## config.mk

```make
export PLATFORM = sky130hd
export DESIGN_NAME = seg_display_arbiter_flat
export DESIGN_NICKNAME = d
export VERILOG_FILES = /design/src/rtl/seg_display_if.sv /design/src/rtl/seg_display_arbiter.sv /design/src/flat_wrapper.sv
export SDC_FILE = /design/constraint.sdc
export NUM_CORES = 1
export LEC_CHECK = 0
export BUFFER_PORTS_ARGS = -buffer_cell sky130_fd_sc_hd__buf_4
export CAP_MARGIN = 20
export CORE_AREA = 2 2 103 105
export DETAILED_ROUTE_END_ITERATION = 10
export DIE_AREA = 0 0 105 107
export HOLD_SLACK_MARGIN = 0.08
export PLACE_DENSITY_LB_ADDON = 0.25
export REMOVE_ABC_BUFFERS = 1
export SLEW_MARGIN = 20
export SYNTH_ARGS = -nofsm -noshare
export SYNTH_HDL_FRONTEND = slang
export SYNTH_SLANG_ARGS = --single-unit
```

## constraint.sdc

```tcl
create_clock -name clk -period 6.76 [get_ports clk]
set_input_delay 1.014 -clock clk [delete_from_list [all_inputs] [get_ports clk]]
set_output_delay 1.014 -clock clk [all_outputs]
set_load 0.03 [all_outputs]
```

## src/rtl/seg_display_if.sv

```systemverilog
// Display-sharing bus: requester-side request/data lines and the arbiter's
// registered display outputs.
interface seg_display_if;
  logic [2:0]  req;
  logic [15:0] data0;
  logic [15:0] data1;
  logic [15:0] data2;
  logic [2:0]  ack;
  logic [15:0] disp_data;
  logic [1:0]  disp_owner;
  logic        disp_valid;
  logic        busy;

  modport master (
    output req, data0, data1, data2,
    input  ack, disp_data, disp_owner, disp_valid, busy
  );

  modport slave (
    input  req, data0, data1, data2,
    output ack, disp_data, disp_owner, disp_valid, busy
  );
endinterface

```

## src/rtl/seg_display_arbiter.sv

```systemverilog
// Round-robin owner of the shared 4-digit display with a minimum dwell time.
// Optional build macro SEG_ARB_BLANK_IDLE_EN blanks disp_data on entry to IDLE.
module seg_display_arbiter #(
  parameter int unsigned DWELL_CYCLES = 5000000,
  parameter int unsigned CNT_W        = 23
) (
  input  logic          clk,
  input  logic          reset,
  seg_display_if.slave  bus
);

  typedef enum logic {IDLE, SHOW} state_e;

  typedef struct packed {
    logic       found;
    logic [1:0] idx;
  } pick_t;

  localparam logic [CNT_W-1:0] RELOAD = CNT_W'(DWELL_CYCLES - 1);

  function automatic logic [1:0] next_idx(input logic [1:0] i);
    return (i == 2'd2) ? 2'd0 : i + 2'd1;
  endfunction

  // Search starts after the last owner; the last owner itself is tried last.
  function automatic pick_t rr_pick(input logic [1:0] last, input logic [2:0] req);
    logic [1:0] c1;
    logic [1:0] c2;
    pick_t      p;
    c1 = next_idx(last);
    c2 = next_idx(c1);
    p  = '{found: 1'b1, idx: last};
    if      (req[c1])   p.idx   = c1;
    else if (req[c2])   p.idx   = c2;
    else if (req[last]) p.idx   = last;
    else                p.found = 1'b0;
    return p;
  endfunction

  function automatic logic [15:0] sel_data(input logic [1:0] i, input logic [15:0] d0,
                                           input logic [15:0] d1, input logic [15:0] d2);
    logic [15:0] d;
    case (i)
      2'd0:    d = d0;
      2'd1:    d = d1;
      default: d = d2;
    endcase
    return d;
  endfunction

  state_e      state_q, state_d;
  logic [CNT_W-1:0] cnt_q, cnt_d;
  logic [1:0]  last_owner_q, last_owner_d;
  logic [1:0]  disp_owner_q, disp_owner_d;
  logic [15:0] disp_data_q, disp_data_d;
  logic [2:0]  ack_q, ack_d;

  pick_t       pick;
  logic [15:0] win_data;
  logic [15:0] own_data;

  always_comb begin
    pick     = rr_pick(last_owner_q, bus.req);
    win_data = sel_data(pick.idx, bus.data0, bus.data1, bus.data2);
    own_data = sel_data(last_owner_q, bus.data0, bus.data1, bus.data2);
  end

  always_comb begin
    // NOTE: every variable gets a default first, so no path leaves a latch behind.
    state_d      = state_q;
    cnt_d        = cnt_q;
    last_owner_d = last_owner_q;
    disp_owner_d = disp_owner_q;
    disp_data_d  = disp_data_q;
    ack_d        = '0;

    unique case (state_q)
      IDLE: begin
        if (pick.found) begin
          state_d      = SHOW;
          cnt_d        = RELOAD;
          last_owner_d = pick.idx;
          disp_owner_d = pick.idx;
          disp_data_d  = win_data;
          ack_d        = 3'b001 << pick.idx;
        end
      end
      SHOW: begin
        if (cnt_q != '0) begin
          cnt_d = cnt_q - CNT_W'(1);
          if (bus.req[last_owner_q]) disp_data_d = own_data;
        end else if (pick.found) begin
          // Re-grant to the same owner renews the dwell silently, without an ack.
          cnt_d        = RELOAD;
          disp_data_d  = win_data;
          last_owner_d = pick.idx;
          disp_owner_d = pick.idx;
          if (pick.idx != last_owner_q) ack_d = 3'b001 << pick.idx;
        end else begin
          state_d = IDLE;
`ifdef SEG_ARB_BLANK_IDLE_EN
          disp_data_d = '0;
`else
          disp_data_d = disp_data_q;
`endif
        end
      end
      default: state_d = IDLE;
    endcase
  end

  // NOTE: sequential state uses non-blocking assignments so all flops update together.
  always_ff @(posedge clk) begin
    if (reset) begin
      state_q      <= IDLE;
      cnt_q        <= '0;
      last_owner_q <= 2'd2;
      disp_owner_q <= 2'd0;
      disp_data_q  <= 16'h0000;
      ack_q        <= '0;
    end else begin
      state_q      <= state_d;
      cnt_q        <= cnt_d;
      last_owner_q <= last_owner_d;
      disp_owner_q <= disp_owner_d;
      disp_data_q  <= disp_data_d;
      ack_q        <= ack_d;
    end
  end

  assign bus.ack        = ack_q;
  assign bus.disp_data  = disp_data_q;
  assign bus.disp_owner = disp_owner_q;
  assign bus.disp_valid = (state_q == SHOW);
  assign bus.busy       = (state_q == SHOW);

endmodule

```

## src/flat_wrapper.sv

```systemverilog
// flat-port wrapper written by rule: the top's interface ports become plain ports
module seg_display_arbiter_flat 
#(
  parameter int unsigned DWELL_CYCLES = 5000000,
  parameter int unsigned CNT_W        = 23
)
  (clk, reset, bus_req, bus_data0, bus_data1, bus_data2, bus_ack, bus_disp_data, bus_disp_owner, bus_disp_valid, bus_busy);
  seg_display_if bus_i ();
  input  logic clk;
  input  logic reset;
  input wire logic [$bits(bus_i.req)-1:0] bus_req;
  input wire logic [$bits(bus_i.data0)-1:0] bus_data0;
  input wire logic [$bits(bus_i.data1)-1:0] bus_data1;
  input wire logic [$bits(bus_i.data2)-1:0] bus_data2;
  output wire logic [$bits(bus_i.ack)-1:0] bus_ack;
  output wire logic [$bits(bus_i.disp_data)-1:0] bus_disp_data;
  output wire logic [$bits(bus_i.disp_owner)-1:0] bus_disp_owner;
  output wire logic [$bits(bus_i.disp_valid)-1:0] bus_disp_valid;
  output wire logic [$bits(bus_i.busy)-1:0] bus_busy;
  assign bus_i.req = bus_req;
  assign bus_i.data0 = bus_data0;
  assign bus_i.data1 = bus_data1;
  assign bus_i.data2 = bus_data2;
  assign bus_ack = bus_i.ack;
  assign bus_disp_data = bus_i.disp_data;
  assign bus_disp_owner = bus_i.disp_owner;
  assign bus_disp_valid = bus_i.disp_valid;
  assign bus_busy = bus_i.busy;
  seg_display_arbiter #(.DWELL_CYCLES(DWELL_CYCLES), .CNT_W(CNT_W)) u_core (.clk(clk), .reset(reset), .bus(bus_i));
endmodule
```

Yosys cells after proc, flatten, opt, wreduce, memory -nomap -nowiden

Index checks and enable logic that the tools add are counted.

Flip-flop bits (word level): 47
Input bits: 53
Output and inout port bits: 23

Add/subtract/negate cells: 3
Magnitude comparators: 3
Eq/ne operators: 7
Shifts and indexed selects: 1
Muxes and demuxes: 36
Bitwise logic cells: 1
Reduce and logical (&&, ||, !) cells: 3

Operators by type and width:

| cell                                                        | number |
|---|---|
| case mux 16 bit (2 select lines)                            | 3 |
| two-way mux 16 bit                                          | 3 |
| two-way mux 23 bit                                          | 2 |
| case mux 23 bit (2 select lines)                            | 1 |
| nonzero test 23 bit                                         | 1 |
| subtractor 23 x 1 -> 23 bit (second input constant)         | 1 |
| two-way mux 2 bit                                           | 8 |
| two-way mux 3 bit                                           | 4 |
| less-than comparator 2 x 3 -> 1 bit (second input constant) | 3 |
| two-way mux 1 bit                                           | 8 |
| case mux 2 bit (2 select lines)                             | 2 |
| binary-select mux 1 bit (select 2 bit)                      | 3 |
| case mux 3 bit (2 select lines)                             | 1 |
| adder 2 x 1 -> 2 bit (second input constant)                | 2 |
| equality test 2 x 1 -> 1 bit (second input constant)        | 2 |
| equality test 2 bit (second input constant)                 | 2 |
| logical NOT 2 bit                                           | 2 |
| != test 3 bit (second input constant)                       | 1 |
| << shifter 1 x 2 -> 3 bit (first input constant)            | 1 |
| != test 2 bit                                               | 1 |
| != test 2 bit (second input constant)                       | 1 |
| case mux 1 bit (2 select lines)                             | 1 |
| NOT 1 bit                                                   | 1 |

Logic depth before layout (Yosys ltp)

Word-level depth: 13
Depth in mapped cells: 10
Gate-level depth less buffers: 7

Worst setup path before layout

No wires, ideal clock.

Path type: input port to flip-flop
From: in bus_req[0]
To: reg u_core.disp_data_q[1], in the netlist u_core.bus.disp_data[1]
Setup time: 0.124 ns
Arrival: 2.696 ns
Slack: 3.940 ns
Stages: 7
Buffers on the path: 2
Cell sequence: clkbuf_1 -> mux2_2 -> a21oi_1 -> buf_2 -> mux2i_1 -> a21o_1 -> a21oi_1

Longest elaborated chain between the ends: 9

RTL lines:

| element                                                                  | line                                                 | RTL |
|---|---|---|
| start: declaration                                                       | flat_wrapper.sv:11                                   | `input wire logic [$bits(bus_i.req)-1:0] bus_req;` |
| binary-select mux 1 bit (select 2 bit)                                   | seg_display_arbiter.sv:34                            | `else if (req[c2]) p.idx = c2;` |
| two-way mux 1 bit (implied by the code)                                  | seg_display_arbiter.sv:34                            |  |
| two-way mux 2 bit                                                        | seg_display_arbiter.sv:34                            |  |
| two-way mux 2 bit                                                        | seg_display_arbiter.sv:33                            | `if (req[c1]) p.idx = c1;` |
| equality test 2 x 1 -> 1 bit / logical NOT 2 bit (equally long branches) | seg_display_arbiter.sv:43                            | `case (i)` |
| case mux 16 bit (2 select lines)                                         | seg_display_arbiter.sv:43                            |  |
| two-way mux 16 bit                                                       | seg_display_arbiter.sv:79, seg_display_arbiter.sv:92 |  |
| two-way mux 16 bit                                                       | seg_display_arbiter.sv:89                            | `if (cnt_q != '0) begin` |
| case mux 16 bit (2 select lines)                                         | seg_display_arbiter.sv:77                            | `unique case (state_q)` |
| end signal: assignment                                                   | seg_display_arbiter.sv:126                           | `disp_data_q <= disp_data_d;` |
| end: declaration                                                         | seg_display_arbiter.sv:55                            | `logic [15:0] disp_data_q, disp_data_d;` |

Several ways; a longest one is shown, not always the timed one. The select of a mux whose other input is x is not followed.
A chain may end at the register's enable or synchronous reset.

Worst setup path after layout

From: reg u_core.cnt_q[0]
To: reg u_core.cnt_q[3]

Longest elaborated chain between the ends: 3

RTL lines:

| element                                                                   | line                                                 | RTL |
|---|---|---|
| start: declaration                                                        | seg_display_arbiter.sv:52                            | `logic [CNT_W-1:0] cnt_q, cnt_d;` |
| start signal: assignment                                                  | seg_display_arbiter.sv:123                           | `cnt_q <= cnt_d;` |
| subtractor 23 x 1 -> 23 bit / nonzero test 23 bit (equally long branches) | seg_display_arbiter.sv:90, seg_display_arbiter.sv:89 |  |
| two-way mux 23 bit *                                                      | seg_display_arbiter.sv:89                            |  |
| case mux 23 bit (2 select lines) *                                        | seg_display_arbiter.sv:77                            |  |

Every way passes the cells marked *; elsewhere a longest branch is shown, timed or not.

==> results.json <==
{
  "status": "complete, no violations",
  "critPathSlowestCell": "nor4_1",
  "area_growth_pct": 20.7,
  "use_met2": 0.331,
  "drv_cap": 0,
  "rows": 37,
  "top_usage_layer": "met2",
  "die-area_um2": 11200,
  "insertion_delay_ns": 0.31,
  "numCtsBuffers": 5,
  "hold_viol": 0,
  "tritoncts": "done",
  "cts_hold_buf": 0,
  "synthCells": 443,
  "critPathTopFamily": "simple AND/OR/NAND/NOR gates",
  "synth_edf_count": 0,
  "vias": 3563,
  "drtPass1Iterations": 4,
  "tns_ns": 0,
  "synth-xor-area-share": 0.0101,
  "post_cts_buffers": 0,
  "final_util": 0.416,
  "worstMarginPinSlew_ns": 0.955,
  "r2r-start": "u_core.cnt_q[0]",
  "rsz0062_at_grt": "no",
  "wl_um": 10600,
  "grt_pass1_wl_um": 17300,
  "synth_common_cells": "dfxtp_1 (46), a21oi_1 (39), mux2i_1 (35)",
  "synth_compound_gate_area_share": 0.285,
  "r2r_cells": 8,
  "cpPeakStageDelay_ns": 0.61,
  "grt_use_total": 0.189,
  "drc_errors": 0,
  "path_depth": 8,
  "critPathLaunchType": "flip-flop",
  "htree_levels": 2,
  "dpl.cell_count": 617,
  "finalSetupViolCount": 0,
  "yosys.area_share.simple": 0.268,
  "portBuffers": 75,
  "grtUsageMet3": 0.0304,
  "place_hpwl_um": 7070,
  "vdd_drop_max_mv": 0.0751,
  "synthMuxAreaShare": 0.107,
  "die_h_um": 107,
  "routabilityCongestion": 0.816,
  "synth.top_cell.area_share": 0.265,
  "path_buf_inv": 2,
  "critical_path_class": "reg -> reg",
  "yosysUniqueCellTypes": 57,
  "syn_avg_cell_area_um2": 7.86,
  "synth-main-ff-cell": "dfxtp_1",
  "synth_largest_area_cell": "dfxtp_1",
  "synthArstFlopShare": 0,
  "finClkSkew_ns": 0.0154,
  "clock.fmax_mhz": 322,
  "drive_gt1_frac": 0.211,
  "routedWlPerCell_um": 17.0,
  "antenna_found_initial": 0,
  "yosysWarnings": 0,
  "nets": 542,
  "required_ns": 6.96,
  "synthTopCellsByArea": "dfxtp_1 (26%), mux2i_1 (10%), o32ai_1 (7.8%)",
  "core_um2": 10100,
  "ys_ff_latch": 46,
  "antenna_left": 0,
  "leakage_nw": 1.65,
  "yosysMostFrequentCell": "dfxtp_1",
  "viasPerCell": 5.70,
  "min_delay_path_depth": 1,
  "cts_root_buf": "clkbuf_8",
  "crit_start": "u_core.cnt_q[0]",
  "relSlewSlack": 0.363,
  "clkTransAtPathRegs_ns": 0.09,
  "cts_buffer_depth": 2,
  "seq_area_frac_synth": 0.265,
  "fillers": 1076,
  "cts_sinks": 46,
  "diodes": 0,
  "totalPowerFinal_mw": 0.817,
  "hold_path_class": "reg -> reg",
  "boundaryPins": 76,
  "min-delay-start": "u_core.cnt_q[19]",
  "gr-total-overflow": 0,
  "grt_pass1_vias": 3514,
  "instances_no_fill": 625,
  "min_period_ns": 3.10,
  "synth_top_family_by_area": "compound AO/OA/AOI/OAI gates",
  "slew_violations": 0,
  "initial_core_util": 0.345,
  "path_max_fanout": 29,
  "synthesis.area_um2": 3480,
  "ctsResizeCount": 0,
  "drt_first_iter_violations": 335,
  "grtUsageMet1": 0.232,
  "period_share": 0.459,
  "end_kind": "flip-flop",
  "grt_max_degree": 41,
  "power_density_nw_per_um2": 194,
  "synth_fa_ha_area_frac": 0.00359,
  "die-width_um": 105,
  "cp.arrival_ns": 3.30,
  "crit_path_cell_trace": "inv_1 > ha_1 > or4b_1 > nor4_1 > a31oi_2 > buf_4 > mux2_2 > o21a_1"
}
-- layout by cell type (no fill, tap or decap), drive strengths merged, types with 5 or more instances in the layout --
| master | Yosys | layout |
|---|---|---|
| nor3 | 20 | 20 |
| or4 | 9 | 9 |
| nor3b | 17 | 17 |
| buf | 12 | 81 |
| dfxtp | 46 | 46 |
| nor2 | 26 | 26 |
| nand2 | 25 | 25 |
| o21ai | 20 | 20 |
| o32ai | 31 | 31 |
| a31oi | 5 | 5 |
| a21oi | 39 | 39 |
| nor4 | 6 | 6 |
| clkbuf | 31 | 6 |
| inv | 6 | 6 |
| a21o | 18 | 18 |
| and3 | 5 | 5 |
| nor2b | 34 | 34 |
| mux2i | 35 | 35 |
-- flip-flops by register name, summed over array words and instances (netlist names) --
name,flops
u_core.bus.ack,3
u_core.bus.busy,1
u_core.bus.disp_owner,1
u_core.cnt_q,23
u_core.last_owner_q,2
u_core.bus.disp_data,16
-- cells by family after synthesis --
| group | after synthesis |
|---|---|
| AOI/OAI and AO/OA | 142 |
| xor gates and xnor gates | 4 |
| adders and majority gates | 1 |
| buffers and inverters | 49 |
| DFF | 46 |
| muxes | 37 |
| and+or+nand+nor | 164 |
-- worst register-to-register path: stages, from the launching register on --
cell and delay (ns):
dfxtp_1 0.35, inv_1 0.07, ha_1 0.22, or4b_1 0.59
nor4_1 0.61, a31oi_2 0.36, buf_4 0.34, mux2_2 0.31
o21a_1 0.16
-- power by group --
group | switching, mW | internal, mW | total, mW
sequential | 0.0267 | 0.294 | 0.321
clock | 0.100 | 0.110 | 0.211
combinational | 0.162 | 0.122 | 0.285
total | 0.289 | 0.527 | 0.817
-- per-stage QoR --
step	setup slack (ns)	area, um^2	hold WS [ns]
2_1_floorplan	3.36	3290	0.433
3_3_place_gp	3.71	4080	0.466
3_5_place_dp	3.69	4090	0.474
4_1_cts	3.66	4200	0.486
5_1_grt	3.46	4200	0.502
6_report	3.66	4200	0.486
-- metal layers --
| metal | part of all wire | wire length (um) | vias up |
|---|---|---|---|
| met5 | 0 | 0 | - |
| met4 | 0.014 | 147 | 0 |
| met3 | 0.054 | 569 | 11 |
| met2 | 0.50 | 5310 | 106 |
| met1 | 0.43 | 4580 | 1687 |
| li1 | - | - | 1759 |
-- worst paths after layout --
kind              slack, ns                to
setup / recovery       3.66   u_core.cnt_q[3]
hold / removal         0.49  u_core.cnt_q[19]
setup reg to reg       3.66   u_core.cnt_q[3]
hold reg to reg        0.49  u_core.cnt_q[19]
-- area by class of cell --
cell class              count  area (um^2)  area share
flip-flops and latches     46          921       0.219
repair buffers             81          608       0.145
clock inverters             2         37.5     0.00893
inverters                   6         22.5     0.00536
well taps                 136          170      0.0405
clock buffers               6         72.6      0.0173
multi-input cells         348         2370       0.564
Note: power is estimated with default switching activity, not from simulation.
